**src/rtl/voice_blk_serializer.sv**
```systemverilog
// Drains the four 16-byte windows of a 64-byte voice frame from the window selector as a valid/ready byte stream.
// Optional VOICE_SER_MARK_EN adds out_sof/out_eof frame markers aligned with out_data.
module voice_blk_serializer #(
   parameter int NBYTES  = 16,
   parameter int NWIN    = 4,
   parameter int SEL_LAT = 1
) (
   input  logic                clk,
   input  logic                rst,
   input  logic                start,
   input  logic [8*NBYTES-1:0] in_data,
   output logic [1:0]          win_sel,
   output logic [7:0]          out_data,
   output logic                out_valid,
   input  logic                out_ready,
   output logic                busy,
   output logic                frame_done
`ifdef VOICE_SER_MARK_EN
   ,
   output logic                out_sof,
   output logic                out_eof
`endif
);

   localparam int BW = (NBYTES > 1) ? $clog2(NBYTES) : 1;
   localparam int WW = (NWIN > 1) ? $clog2(NWIN) : 1;
   localparam int SW = (SEL_LAT > 0) ? $clog2(SEL_LAT + 1) : 1;

   typedef enum logic [1:0] {IDLE, SETTLE, LOAD, SHIFT} state_t;

   state_t              state_q, state_d;
   logic [SW-1:0]       settle_q, settle_d;
   logic [BW-1:0]       byte_q, byte_d;
   logic [WW-1:0]       wcnt_q, wcnt_d;
   logic [1:0]          sel_q, sel_d;
   logic [8*NBYTES-1:0] shift_q, shift_d;
   logic [7:0]          data_q, data_d;
   logic                valid_q, valid_d;
   logic                busy_q, busy_d;
   logic                done_q, done_d;
`ifdef VOICE_SER_MARK_EN
   logic                sof_q, sof_d;
   logic                eof_q, eof_d;
`endif

   logic last_byte, last_win, accept;
   assign last_byte = (byte_q == BW'(NBYTES - 1));
   assign last_win  = (wcnt_q == WW'(NWIN - 1));
   assign accept    = valid_q && out_ready;

   always_ff @(posedge clk or posedge rst) begin
      if (rst) begin
         state_q  <= IDLE;
         settle_q <= '0;
         byte_q   <= '0;
         wcnt_q   <= '0;
         sel_q    <= '0;
         shift_q  <= '0;
         data_q   <= '0;
         valid_q  <= 1'b0;
         busy_q   <= 1'b0;
         done_q   <= 1'b0;
`ifdef VOICE_SER_MARK_EN
         sof_q    <= 1'b0;
         eof_q    <= 1'b0;
`endif
      end else begin
         state_q  <= state_d;
         settle_q <= settle_d;
         byte_q   <= byte_d;
         wcnt_q   <= wcnt_d;
         sel_q    <= sel_d;
         shift_q  <= shift_d;
         data_q   <= data_d;
         valid_q  <= valid_d;
         busy_q   <= busy_d;
         done_q   <= done_d;
`ifdef VOICE_SER_MARK_EN
         sof_q    <= sof_d;
         eof_q    <= eof_d;
`endif
      end
   end

   always_comb begin
      state_d  = state_q;
      settle_d = settle_q;
      byte_d   = byte_q;
      wcnt_d   = wcnt_q;
      sel_d    = sel_q;
      shift_d  = shift_q;
      data_d   = data_q;
      valid_d  = valid_q;
      busy_d   = busy_q;
      done_d   = 1'b0;
`ifdef VOICE_SER_MARK_EN
      sof_d    = sof_q;
      eof_d    = eof_q;
`endif
      case (state_q)
         IDLE: begin
            if (start) begin
               sel_d    = 2'd0;
               wcnt_d   = '0;
               settle_d = SW'(SEL_LAT);
               busy_d   = 1'b1;
               state_d  = SETTLE;
            end
         end
         SETTLE: begin
            // Wait out the selector's registered latency before sampling in_data.
            if (settle_q == '0) state_d = LOAD;
            else                settle_d = settle_q - SW'(1);
         end
         LOAD: begin
            shift_d = in_data;
            data_d  = in_data[8*NBYTES-1 -: 8];
            valid_d = 1'b1;
            byte_d  = '0;
            state_d = SHIFT;
`ifdef VOICE_SER_MARK_EN
            sof_d   = (wcnt_q == '0);
            eof_d   = last_win && (NBYTES == 1);
`endif
         end
         SHIFT: begin
            if (accept) begin
               if (!last_byte) begin
                  shift_d = shift_q << 8;
                  data_d  = shift_d[8*NBYTES-1 -: 8];
                  byte_d  = byte_q + BW'(1);
`ifdef VOICE_SER_MARK_EN
                  sof_d   = 1'b0;
                  eof_d   = last_win && ((byte_q + BW'(1)) == BW'(NBYTES - 1));
`endif
               end else if (!last_win) begin
                  valid_d  = 1'b0;
                  wcnt_d   = wcnt_q + WW'(1);
                  sel_d    = sel_q + 2'd1;
                  settle_d = SW'(SEL_LAT);
                  state_d  = SETTLE;
`ifdef VOICE_SER_MARK_EN
                  sof_d    = 1'b0;
                  eof_d    = 1'b0;
`endif
               end else begin
                  valid_d = 1'b0;
                  busy_d  = 1'b0;
                  done_d  = 1'b1;
                  sel_d   = 2'd0;
                  wcnt_d  = '0;
                  state_d = IDLE;
`ifdef VOICE_SER_MARK_EN
                  sof_d   = 1'b0;
                  eof_d   = 1'b0;
`endif
               end
            end
         end
         default: state_d = IDLE;
      endcase
   end

   assign win_sel    = sel_q;
   assign out_data   = data_q;
   assign out_valid  = valid_q;
   assign busy       = busy_q;
   assign frame_done = done_q;
`ifdef VOICE_SER_MARK_EN
   assign out_sof    = sof_q;
   assign out_eof    = eof_q;
`endif

endmodule

```
**config.mk**
```make
export PLATFORM = sky130hd
export DESIGN_NAME = voice_blk_serializer
export DESIGN_NICKNAME = d
export VERILOG_FILES = /design/src/rtl/voice_blk_serializer.sv
export SDC_FILE = /design/constraint.sdc
export NUM_CORES = 1
export LEC_CHECK = 0
export ABC_AREA = 1
export CORE_MARGIN = 4
export CORE_UTILIZATION = 40
export DETAILED_ROUTE_END_ITERATION = 7
export HOLD_SLACK_MARGIN = 0.1
export PLACE_DENSITY = 0.65
export SYNTH_ARGS = -nofsm -noshare
export SYNTH_HDL_FRONTEND = slang
export SYNTH_SLANG_ARGS = --single-unit
```
**constraint.sdc**
```tcl
create_clock -name clk -period 9 [get_ports clk]
set_input_delay 1.35 -clock clk [delete_from_list [all_inputs] [get_ports clk]]
set_output_delay 1.35 -clock clk [all_outputs]
set_load 0.02 [all_outputs]
```
==> run summary <==
Critical Path Fanout Max - 128
Die H - 140 µm
Critical path endpoint category - register
Initial DRC count - 344
Register area share after synthesis - 50.6%
Initial Util - 40.7%
Final WL - 17600 µm
Post-CTS Setup Repair Bufs - 0
Skew-Pair Late Insertion Delay - 0.42 ns
Outcome - completed
Synth top area share - 50.6%
Crit share post-route - 46.5%
Layout area overhead - 29.2%
DRC - 0
# diodes - 0
Post-CTS sizing - 0
Lkg Pwr - 4.19 nW
H-tree Lvls - 4
Fmax - 239 MHz
Final Setup Violations - 0
Top_reg_cell synth - dfrtp_1
Fraction of registers with async set/reset - 100%
Synth warn - 0
Worst path arrival time - 4.54 ns
Syn_nets - 954
Hold Crit Class - reg -> reg
Hold path endpoint - shift_q[2]
Die Footprint - 0.0197 mm²
Clock Sinks - 142
Root buffer cell - clkbuf_16
Flop-to-flop setup slack - 4.81 ns
GR Util All Layers - 17.6%
Global-route wire length before repair - 28200 µm
Nets - 1065
Row cnt - 48
Via count - 5766
Worst VDD drop - 0.325 mV
Top cells by area, synth - dfrtp_1 51%, nand2_1 17%, o211ai_1 12%
Share of layout cells above drive strength 1 - 15.4%
Initial antenna violation count - 2
Vias in the first global route - 5466
Hold path depth - 2
GRT overflow - 0
Worst R2R Start - state_q[1]
CTS tree - done
Clock skew - 0.00724 ns
Clock buffer depth - 2
Fillers - 1607
Placed cells - 1131
FF-to-FF path depth - 10
I/O pins - 145
FF-to-FF End - shift_q[49]
Cell variety after synth - 25
Final ANT Viol Nets - 0
Largest area contributor in the netlist - dfrtp_1
Cell with the most instances after synthesis - nand2_1
Post-CTS Hold Buffers - 0
Fin crit period - 4.19 ns
Top post-synthesis cells by count - 325 x nand2_1, 142 x dfrtp_1, 111 x o211ai_1
Pre-Repair DR Iteration Count - 5
Max-cap violations - 0
Clock slew at reported path FFs - 0.06 ns
Rel. slew slack - 27.3%
Worst slew pin tran - 1.09 ns
Crit path kind - reg -> reg
CTS buffer count - 17
Die width - 140 µm
Worst path required time - 9.35 ns
Gpl congestion - 0.797
PD cells - 341 mW/mm²
Slew Limit Fails - 0
Avg WL per Cell - 15.1 µm
Largest net degree at the start of global routing - 129
Cells after Synth - 814
Vias per inst - 4.96
Final setup TNS - 0 ns
Hold Vio Cnt, Final - 0
Port buffer count - 144
Yosys reg bits - 142
Layout Cells excl Fill - 1163
Startpoint types - register
Syn Area/Cell - 8.62 µm²
Hold wc startpoint - shift_q[2]
Post-Syn Area - 0.00702 mm²
EDFF count, synth - 0
Hpwl dp - 11000 µm
RSZ-0062 raised after global routing - no
Core ar. - 0.0172 mm²
routing by layer:
metal  track usage [%]  part of all wire [%]
met1              24.6                    46
met2              27.2                    47
met3              5.43                   5.3
met4              3.93                   1.1
met5                 0                  0.19
worst max path at each step:
| stage | startpoint | end | slack [ns] | cells after the start |
|---|---|---|---|---|
| final | state_q[1] | shift_q[49] | 4.81 | 10 |
| after global routing | state_q[1] | shift_q[49] | 4.44 | 10 |
| after CTS | state_q[1] | shift_q[49] | 4.79 | 10 |
| after detailed placement | state_q[1] | shift_q[53] | 4.83 | 10 |
| after global placement | state_q[1] | shift_q[63] | 4.85 | 10 |
| after floorplan | rst | busy | 3.84 | 1 |
power by group:
part           leakage (nW)  switching [mW]  internal (mW)
Clock                 0.288           0.275          0.443
Sequential             1.76           0.151          0.949
Combinational          2.14           0.777          0.502
Total                  4.19            1.20           1.89
cells in the final DEF (no fill, tap or decap), types with 4 or more instances in the layout:
cell type,n
nor2_1,10
dfrtp_1,142
clkbuf_16,17
buf_4,5
nor3_1,4
clkinvlp_4,4
nand2_1,325
o21ai_0,10
clkinv_2,5
ha_1,7
or2_2,101
o211ai_1,111
nand3_1,15
clkdlybuf4s50_1,144
inv_1,16
final cells by class:
cell class / instances / area, µm² / area share (%)
Clock buffer: 18 / 439 / 4.84
Multi-Input combinational cell: 596 / 3070 / 33.8
Timing Repair Buffer: 149 / 1480 / 16.3
Sequential cell: 142 / 3550 / 39.2
Tap cell: 225 / 282 / 3.10
Clock inverter: 14 / 166 / 1.84
Inverter: 19 / 80.1 / 0.883
critical path, stage by stage (launching register included):
cell and delay (ns):
dfrtp_1 0.46, ha_4 0.39, clkinv_2 0.09, buf_4 0.79, nor2_1 0.15, nand2_1 0.15
nand2_4 0.39, inv_4 0.69, buf_4 0.63, nand2_1 0.12, nand2_1 0.10
sequential cells by signal, summed over array words and instances, names as in the netlist:
register	cells
shift_q	120
frame_done	1
win_sel	2
wcnt_q	2
busy	1
byte_q	4
out_valid	1
out_data	8
state_q	2
settle_q	1
per-stage QoR:
| stage | instance area [µm²] | hold slack, ns | power (mW) | setup WS (ns) | utilization, % |
|---|---|---|---|---|---|
| 6_report | 9070 | 0.468 | 3.10 | 4.81 | 52.6 |
| 5_1_grt | 9070 | 0.481 | 3.36 | 4.44 | 52.6 |
| 4_1_cts | 9070 | 0.470 | 3.14 | 4.79 | 52.6 |
| 3_5_place_dp | 8460 | 0.455 | 2.40 | 4.83 | 49.1 |
| 3_3_place_gp | 8460 | 0.448 | 2.37 | 4.85 | 49.1 |
| 2_1_floorplan | 7020 | 0.434 | 2.12 | 3.84 | - |
cells by family (layout without fill, tap and decap cells):
kind of cell | after synthesis | after routing | synth area share (%)
adder cells (fa/ha/maj) | 8 | 8 | 1.43
buffers and inverters | 76 | 200 | 5.90
AO/OA/AOI/OAI | 124 | 124 | 12.8
XOR/XNOR | 2 | 2 | 0.250
flip-flops | 142 | 142 | 50.6
AND/OR/NAND/NOR | 462 | 462 | 29.0
No activity file was read; power rests on OpenSTA's default activity.
